<file path="config.mk">
export PLATFORM = sky130hd
export DESIGN_NAME = spi_bus_arbiter
export DESIGN_NICKNAME = d
export VERILOG_FILES = /design/src/rtl/spi_bus_arbiter.sv
export SDC_FILE = /design/constraint.sdc
export NUM_CORES = 1
export LEC_CHECK = 0
export ABC_AREA = 1
export CAP_MARGIN = 15
export CORE_ASPECT_RATIO = 0.8
export CORE_MARGIN = 2
export CORE_UTILIZATION = 52
export CTS_CLUSTER_DIAMETER = 100
export DETAILED_ROUTE_END_ITERATION = 16
export PLACE_DENSITY = 0.94
export SLEW_MARGIN = 20
export SYNTH_ARGS = -nofsm -noshare
export SYNTH_HDL_FRONTEND = slang
export SYNTH_SLANG_ARGS = --single-unit
</file>
<file path="constraint.sdc">
create_clock -name clk -period 5.4 [get_ports clk]
set_input_delay 1.35 -clock clk [delete_from_list [all_inputs] [get_ports clk]]
set_output_delay 1.35 -clock clk [all_outputs]
set_load 0.05 [all_outputs]
</file>
<file path="src/rtl/spi_bus_arbiter.sv">
`default_nettype none
// ============================================================================
// spi_bus_arbiter: shares one SPI bus between NUM_MASTERS SPI master cores
// using software-select or round-robin arbitration.  Rev 1.0
// ============================================================================
module spi_bus_arbiter #(
    parameter int   NUM_MASTERS  = 2,
    parameter int   SEL_W        = 3,
    parameter int   SS_W         = 3,
    parameter int   GUARD_CYCLES = 4,
    parameter logic CPOL         = 1'b0
) (
    input  logic                        clk,
    input  logic                        rst,
    input  logic                        mode,
    input  logic [SEL_W-1:0]            sw_sel,
    input  logic [NUM_MASTERS-1:0]      m_req,
    output logic [NUM_MASTERS-1:0]      m_gnt,
    input  logic [NUM_MASTERS-1:0]      m_sclk,
    input  logic [NUM_MASTERS-1:0]      m_mosi,
    output logic [NUM_MASTERS-1:0]      m_miso,
    input  logic [NUM_MASTERS*SS_W-1:0] m_ss_n,
    output logic                        spi_sclk,
    output logic                        spi_mosi,
    input  logic                        spi_miso,
    output logic [NUM_MASTERS*SS_W-1:0] spi_ss_n,
    output logic [SEL_W-1:0]            owner,
    output logic                        owner_vld,
    output logic [NUM_MASTERS-1:0]      blocked,
    input  logic                        blocked_clr
);

    typedef enum logic [1:0] {
        S_IDLE  = 2'd0,
        S_OWNED = 2'd1,
        S_GUARD = 2'd2
    } state_t;

    localparam logic [SEL_W-1:0] LAST_RST = SEL_W'(NUM_MASTERS - 1);
    localparam logic [SEL_W:0]   NUM_SEL  = (SEL_W+1)'(NUM_MASTERS);
    localparam logic [7:0]       GUARD_LD = 8'(GUARD_CYCLES);

    state_t                   state_q, state_d;
    logic [SEL_W-1:0]         owner_q, owner_d;
    logic [SEL_W-1:0]         last_q, last_d;
    logic [7:0]               cnt_q, cnt_d;
    logic [NUM_MASTERS-1:0]   blocked_q, blocked_d;

    logic                     own_ss_idle;
    logic                     own_req;
    logic                     rr_found;
    logic [SEL_W-1:0]         rr_idx;

    always_ff @(posedge clk or negedge rst) begin
        if (!rst) begin
            state_q   <= S_IDLE;
            owner_q   <= '0;
            last_q    <= LAST_RST;
            cnt_q     <= '0;
            blocked_q <= '0;
        end else begin
            state_q   <= state_d;
            owner_q   <= owner_d;
            last_q    <= last_d;
            cnt_q     <= cnt_d;
            blocked_q <= blocked_d;
        end
    end

    assign owner_vld = (state_q == S_OWNED);
    assign owner     = owner_q;
    assign blocked   = blocked_q;

    always_comb begin
        own_ss_idle = 1'b1;
        own_req     = 1'b0;
        for (int i = 0; i < NUM_MASTERS; i++) begin
            if (owner_q == SEL_W'(i)) begin
                own_ss_idle = &m_ss_n[i*SS_W +: SS_W];
                own_req     = m_req[i];
            end
        end
    end

    // Round-robin search starts just after the last released owner.
    always_comb begin
        rr_found = 1'b0;
        rr_idx   = '0;
        for (int k = 1; k <= NUM_MASTERS; k++) begin
            for (int i = 0; i < NUM_MASTERS; i++) begin
                if (!rr_found && m_req[i] &&
                    ((int'(last_q) + k == i) || (int'(last_q) + k - NUM_MASTERS == i))) begin
                    rr_found = 1'b1;
                    rr_idx   = SEL_W'(i);
                end
            end
        end
    end

    always_comb begin
        state_d = state_q;
        owner_d = owner_q;
        last_d  = last_q;
        cnt_d   = cnt_q;
        case (state_q)
            S_IDLE: begin
                if (!mode) begin
                    if ({1'b0, sw_sel} < NUM_SEL) begin
                        owner_d = sw_sel;
                        state_d = S_OWNED;
                    end
                end else if (rr_found) begin
                    owner_d = rr_idx;
                    state_d = S_OWNED;
                end
            end
            S_OWNED: begin
                if (own_ss_idle && (mode ? !own_req : (sw_sel != owner_q))) begin
                    last_d = owner_q;
                    if (GUARD_CYCLES == 0) begin
                        state_d = S_IDLE;
                    end else begin
                        state_d = S_GUARD;
                        cnt_d   = GUARD_LD;
                    end
                end
            end
            S_GUARD: begin
                cnt_d = cnt_q - 8'd1;
                if (cnt_q <= 8'd1) begin
                    state_d = S_IDLE;
                    cnt_d   = '0;
                end
            end
            default: state_d = S_IDLE;
        endcase
    end

    always_comb begin
        m_gnt    = '0;
        m_miso   = '0;
        spi_sclk = CPOL;
        spi_mosi = 1'b0;
        spi_ss_n = '1;
        for (int i = 0; i < NUM_MASTERS; i++) begin
            if (owner_vld && (owner_q == SEL_W'(i))) begin
                m_gnt[i]                  = 1'b1;
                m_miso[i]                 = spi_miso;
                spi_sclk                  = m_sclk[i];
                spi_mosi                  = m_mosi[i];
                spi_ss_n[i*SS_W +: SS_W]  = m_ss_n[i*SS_W +: SS_W];
            end
        end
    end

    // A new violation in the same cycle takes priority over the clear.
    always_comb begin
        for (int i = 0; i < NUM_MASTERS; i++) begin
            blocked_d[i] = (!(&m_ss_n[i*SS_W +: SS_W]) && !m_gnt[i]) ||
                           (blocked_q[i] && !blocked_clr);
        end
    end

endmodule
`default_nettype wire

</file>
---- After elaboration in Yosys (flattened, before gate mapping) ----
Index checks and enable logic that the tools add are counted.
word-level totals
  register bits ........................... 18
cells by class
  add/sub/neg operators ................... 5
  order comparisons ....................... 2
  eq/ne operators ......................... 13
  mux-type cells .......................... 34
  reductions and logical operators ........ 43
operators with widths
  kind                                                                     number
  32-bit zero test                                                         4
  32-bit by 2-bit == test with 1-bit output, second input constant         2
  3-bit two-way mux                                                        7
  1-bit two-way mux                                                        18
  8-bit two-way mux                                                        2
  8-bit case mux with 2 select lines                                       1
  1-bit logical AND                                                        14
  5-bit by 2-bit == test with 1-bit output, second input constant          2
  2-bit two-way mux                                                        5
  4-bit by 2-bit subtractor with 5-bit output, second input constant       2
  1-bit zero test                                                          9
  3-bit AND reduction                                                      3
  8-bit by 1-bit <= comparator with 1-bit output, second input constant    1
  8-bit by 1-bit subtractor with 8-bit output, second input constant       1
  1-bit logical OR                                                         6
  3-bit inequality test, second input constant                             2
  2-bit case mux with 3 select lines                                       1
  3-bit by 1-bit adder with 4-bit output, second input constant            1
  3-bit by 2-bit adder with 4-bit output, second input constant            1
  2-bit by 1-bit inequality test with 1-bit output, second input constant  2
  2-bit AND reduction                                                      2
  4-bit AND reduction                                                      1
  2-bit nonzero test                                                       2
  3-bit by 1-bit == test with 1-bit output, second input constant          1
  other kinds (7)                                                          7

---- Longest topological paths before layout ----
  word-level depth ........................ 21
  mapped depth ............................ 16

---- Least setup slack after synthesis ----
No wires, ideal clock.
  path kind ............................... input -> output
  start point ............................. input port spi_miso
  end point ............................... output port m_miso[1]
  arrival time ............................ 2,473 ps
  data required time ...................... 4,050 ps
  path slack .............................. 1,577 ps
  stages on the path ...................... 2
  path through ............................ inv_1 nor3_1
on the way
  word-level cells in the longest chain between the ends .. 1
RTL lines
  element            RTL line  source
  from (decl)        25        input logic spi_miso,
  1-bit two-way mux  146       if (owner_vld && (owner_q == SEL_W'(i))) begin
  to (decl)          21        output logic [NUM_MASTERS-1:0] m_miso,
No other way between the ends.

---- Worst setup path in the final report ----
Same ends and word-level chain as after synthesis.

==> metrics.txt <==
status finished, final reports clean; final WL 3380 um; pre-CTS setup slack 1.19 ns; worst skew pair latency 0.30 ns; synthesized area per cell 7.20 um^2; clock tree buffer depth 2; Worst Hold Class register to register; fin crit share 77.6%; Lkg Pwr 0.919 nW; PortBufs 37; WL/cell 12.4 um; Area Growth Syn to Fin 30.4%; peak supply drop 0.178 mV; via count 1424; crit path DAT 2.84 ns; RD Place Congestion 0.818; Final WS setup 1.21 ns; Worst Setup SP spi_miso; pwr dens 541 mW/mm^2; Top FF cell, synth dfrtp_1; antenna cells 0; storage element area 452 um^2; Worst path top cell family by delay buffers and inverters; initial antenna violation count 0; dpl cells 268; Synth area leader dfrtp_1; R2R cell count 15; vias in the first global route 1357; root buf cell clkbuf_4; largest net degree at the start of global routing 19; Synth area leaders dfrtp_1 30%, nand2_1 15%, ha_1 9.7%, nand3_1 6.7%, inv_1 6.6%; Initial Util 56.2%; post-synthesis sequential area ratio 31.9%; Synth Register Bits 18; Core Rows 16; Final Max Slew Viols 0; Worst-Margin Slew 0.773 ns; DIE HEIGHT 50.7 um; syn_nets 228; area of the mapped netlist 0.00142 mm^2; post_cts resized 0; main combinational cell family by area after synthesis simple AND/OR/NAND/NOR gates; die area 0.00316 mm^2; 1st-iter DRT viols 51; first-pass GRT wire length 5830 um; Clock transition at path regs 0.11 ns; top-area cell type share of the netlist area 30.0%; Design Power 1.00 mW; Slowest-stage cell, CP clkdlybuf4s50_1; postcts setup bufs 0; yosys warns 0; GRT Resource Usage Total 23.5%; crit path cell chain clkdlybuf4s50_1 > inv_1 > nor3_1 > clkdlybuf4s50_1; Finished Layout Cells 272; Synth Area in XOR/XNOR 2.47%; nets@finish 268; post-synthesis compound-gate area fraction 10.1%; final global-route overflow total 0; maximum clock frequency 239 MHz; Slew headroom 48.3%; synthesized instance count 197; Worst Path Buf+Inv 3; total negative setup slack 0 ns; max incr delay on CP 0.82 ns; Max-cap violations 0; Antenna Violating Nets Remaining 0; DRT Pass-1 Iters 4; Stages on worst setup path 4; CP Launch Type input pin; crit path capture m_miso[1]; Die Span X 62.4 um; Post-synth EDFFs 0; CTS Hold Bufs 0; critical path's most frequent cell clkdlybuf4s50_1; min Tclk post-route 4.19 ns; post-synthesis simple-gate area fraction 35.7%; final hold violations 0; CTS tree done; final setup vio count 0; Unique masters post-synth 30; layout cell share with drive strength beyond 1 12.7%; total CTS buffers 3; DP HPWL 2540 um; H-tree levels 1; core area 0.00252 mm^2; Critical R2R Launch last_q[0]$_DFFE_PN1P_; Worst setup EP type primary output; multi-input logic area 822 um^2; CTS sink cnt 18; setup repair after global routing missed its margin false; Critical Path Fanout Max 2; final core utilization 73.3%; Crit Path Category input pin to primary output; WP data required 4.05 ns; IO Count 38; Async SR Flop Fraction 100%; r2r endpoint owner[0]$_DFFE_PN0P_; r2r setup slk 3.30 ns; mux cell area share after synthesis 0%; synthesized-area fraction occupied by adder cells 9.71%; DRC errors left 0; Avg Vias per Cell 5.24; Clock Skews 0.00267 ns; FILL cells 201
## worst reg2reg max path, stage by stage (launching register included)
cell and delay (ns):
dfstp_2 0.59, ha_1 0.19, inv_1 0.04, nand2_1 0.09, nand2_1 0.08, ha_1 0.28, nand2_1 0.05, nor2_1 0.12
nand3_1 0.09, nand2_1 0.06, nand2_1 0.06, nand3_1 0.09, nand2_1 0.09, inv_2 0.10, nand2_1 0.05, nand2_1 0.05
## state kept, by name, indices dropped and copies added, names as in the netlist
| name | count |
|---|---|
| cnt_q | 8 |
| last_q | 3 |
| owner | 3 |
| blocked | 2 |
| state_q | 2 |
## layout by cell type (no fill, tap or decap), types with 3 or more instances in the layout
cell type and instances:
clkdlybuf4s50_1 37, inv_2 8, clkbuf_4 3, nand3_1 19
nor3_1 3, o21ai_1 3, dfrtp_1 17, ha_1 11
o21ai_0 6, a21oi_1 3, nor2_4 3, inv_1 25
nand2_1 58, nor2_1 11, o21ai_2 5
## metrics by stage
| step | area [um^2] | hold WS (ns) |
|---|---|---|
| 6_report | 1850 | 0.533 |
| 5_1_grt | 1850 | 0.559 |
| 4_1_cts | 1850 | 0.537 |
| 3_5_place_dp | 1810 | 0.520 |
| 3_3_place_gp | 1810 | 0.511 |
| 2_1_floorplan | 1420 | 0.488 |
## worst min path at each step
stage,to,startpoint,cells past startpoint,slack [ns]
after floorplan,cnt_q[0]$_DFFE_PN0P_,cnt_q[0]$_DFFE_PN0P_,1,0.49
after global placement,last_q[0]$_DFFE_PN1P_,last_q[0]$_DFFE_PN1P_,2,0.51
after detailed placement,last_q[0]$_DFFE_PN1P_,last_q[0]$_DFFE_PN1P_,2,0.52
after CTS,last_q[0]$_DFFE_PN1P_,last_q[0]$_DFFE_PN1P_,2,0.54
after global routing,last_q[0]$_DFFE_PN1P_,last_q[0]$_DFFE_PN1P_,2,0.56
final,last_q[0]$_DFFE_PN1P_,last_q[0]$_DFFE_PN1P_,2,0.53
## per-layer routing
layer  GRT usage [%]  vias up  part of all wire, %
li1                -      700                    -
met1            28.6      629                   44
met2            39.9       84                   44
met3            6.05       11                   10
met4            10.7        0                  2.5
met5               0        -                    0
## report_power, final
part           internal [mW]  switching [mW]  total (mW)
Clock                 0.0412          0.0466      0.0877
Combinational          0.238           0.442       0.680
Sequential             0.182          0.0509       0.233
Total                  0.461           0.540        1.00
## synthesized netlist by cell type, types with 2 or more instances
| cell type | count |
|---|---|
| xnor2_1 | 2 |
| nand4_1 | 2 |
| o21ai_2 | 5 |
| nor2_2 | 2 |
| nor2_1 | 11 |
| a22o_1 | 2 |
| inv_1 | 25 |
| inv_2 | 8 |
| or2_1 | 2 |
| dfrtp_1 | 17 |
| xor2_1 | 2 |
| o21ai_1 | 3 |
| o21ai_0 | 6 |
| nand3_1 | 19 |
| nor2_4 | 3 |
| ha_1 | 11 |
| nor3_1 | 3 |
| nand2_1 | 58 |
| a21oi_1 | 3 |
| or2_2 | 2 |
| nand3_2 | 2 |
## cell type report
class	instances	share of cell area (%)
multi-input combinational	144	44.5
inverter	33	6.70
clock buffer	4	1.96
sequential	18	24.4
tap	36	2.44
timing repair buffer	37	20.0
## cells by family after synthesis
| group | after synthesis |
|---|---|
| AO/OA/AOI/OAI | 22 |
| XOR/XNOR | 4 |
| adder cells (fa/ha/maj) | 11 |
| buffers and inverters | 35 |
| flip-flops | 18 |
| AND/OR/NAND/NOR | 107 |
(Power assumes the default switching activity.)
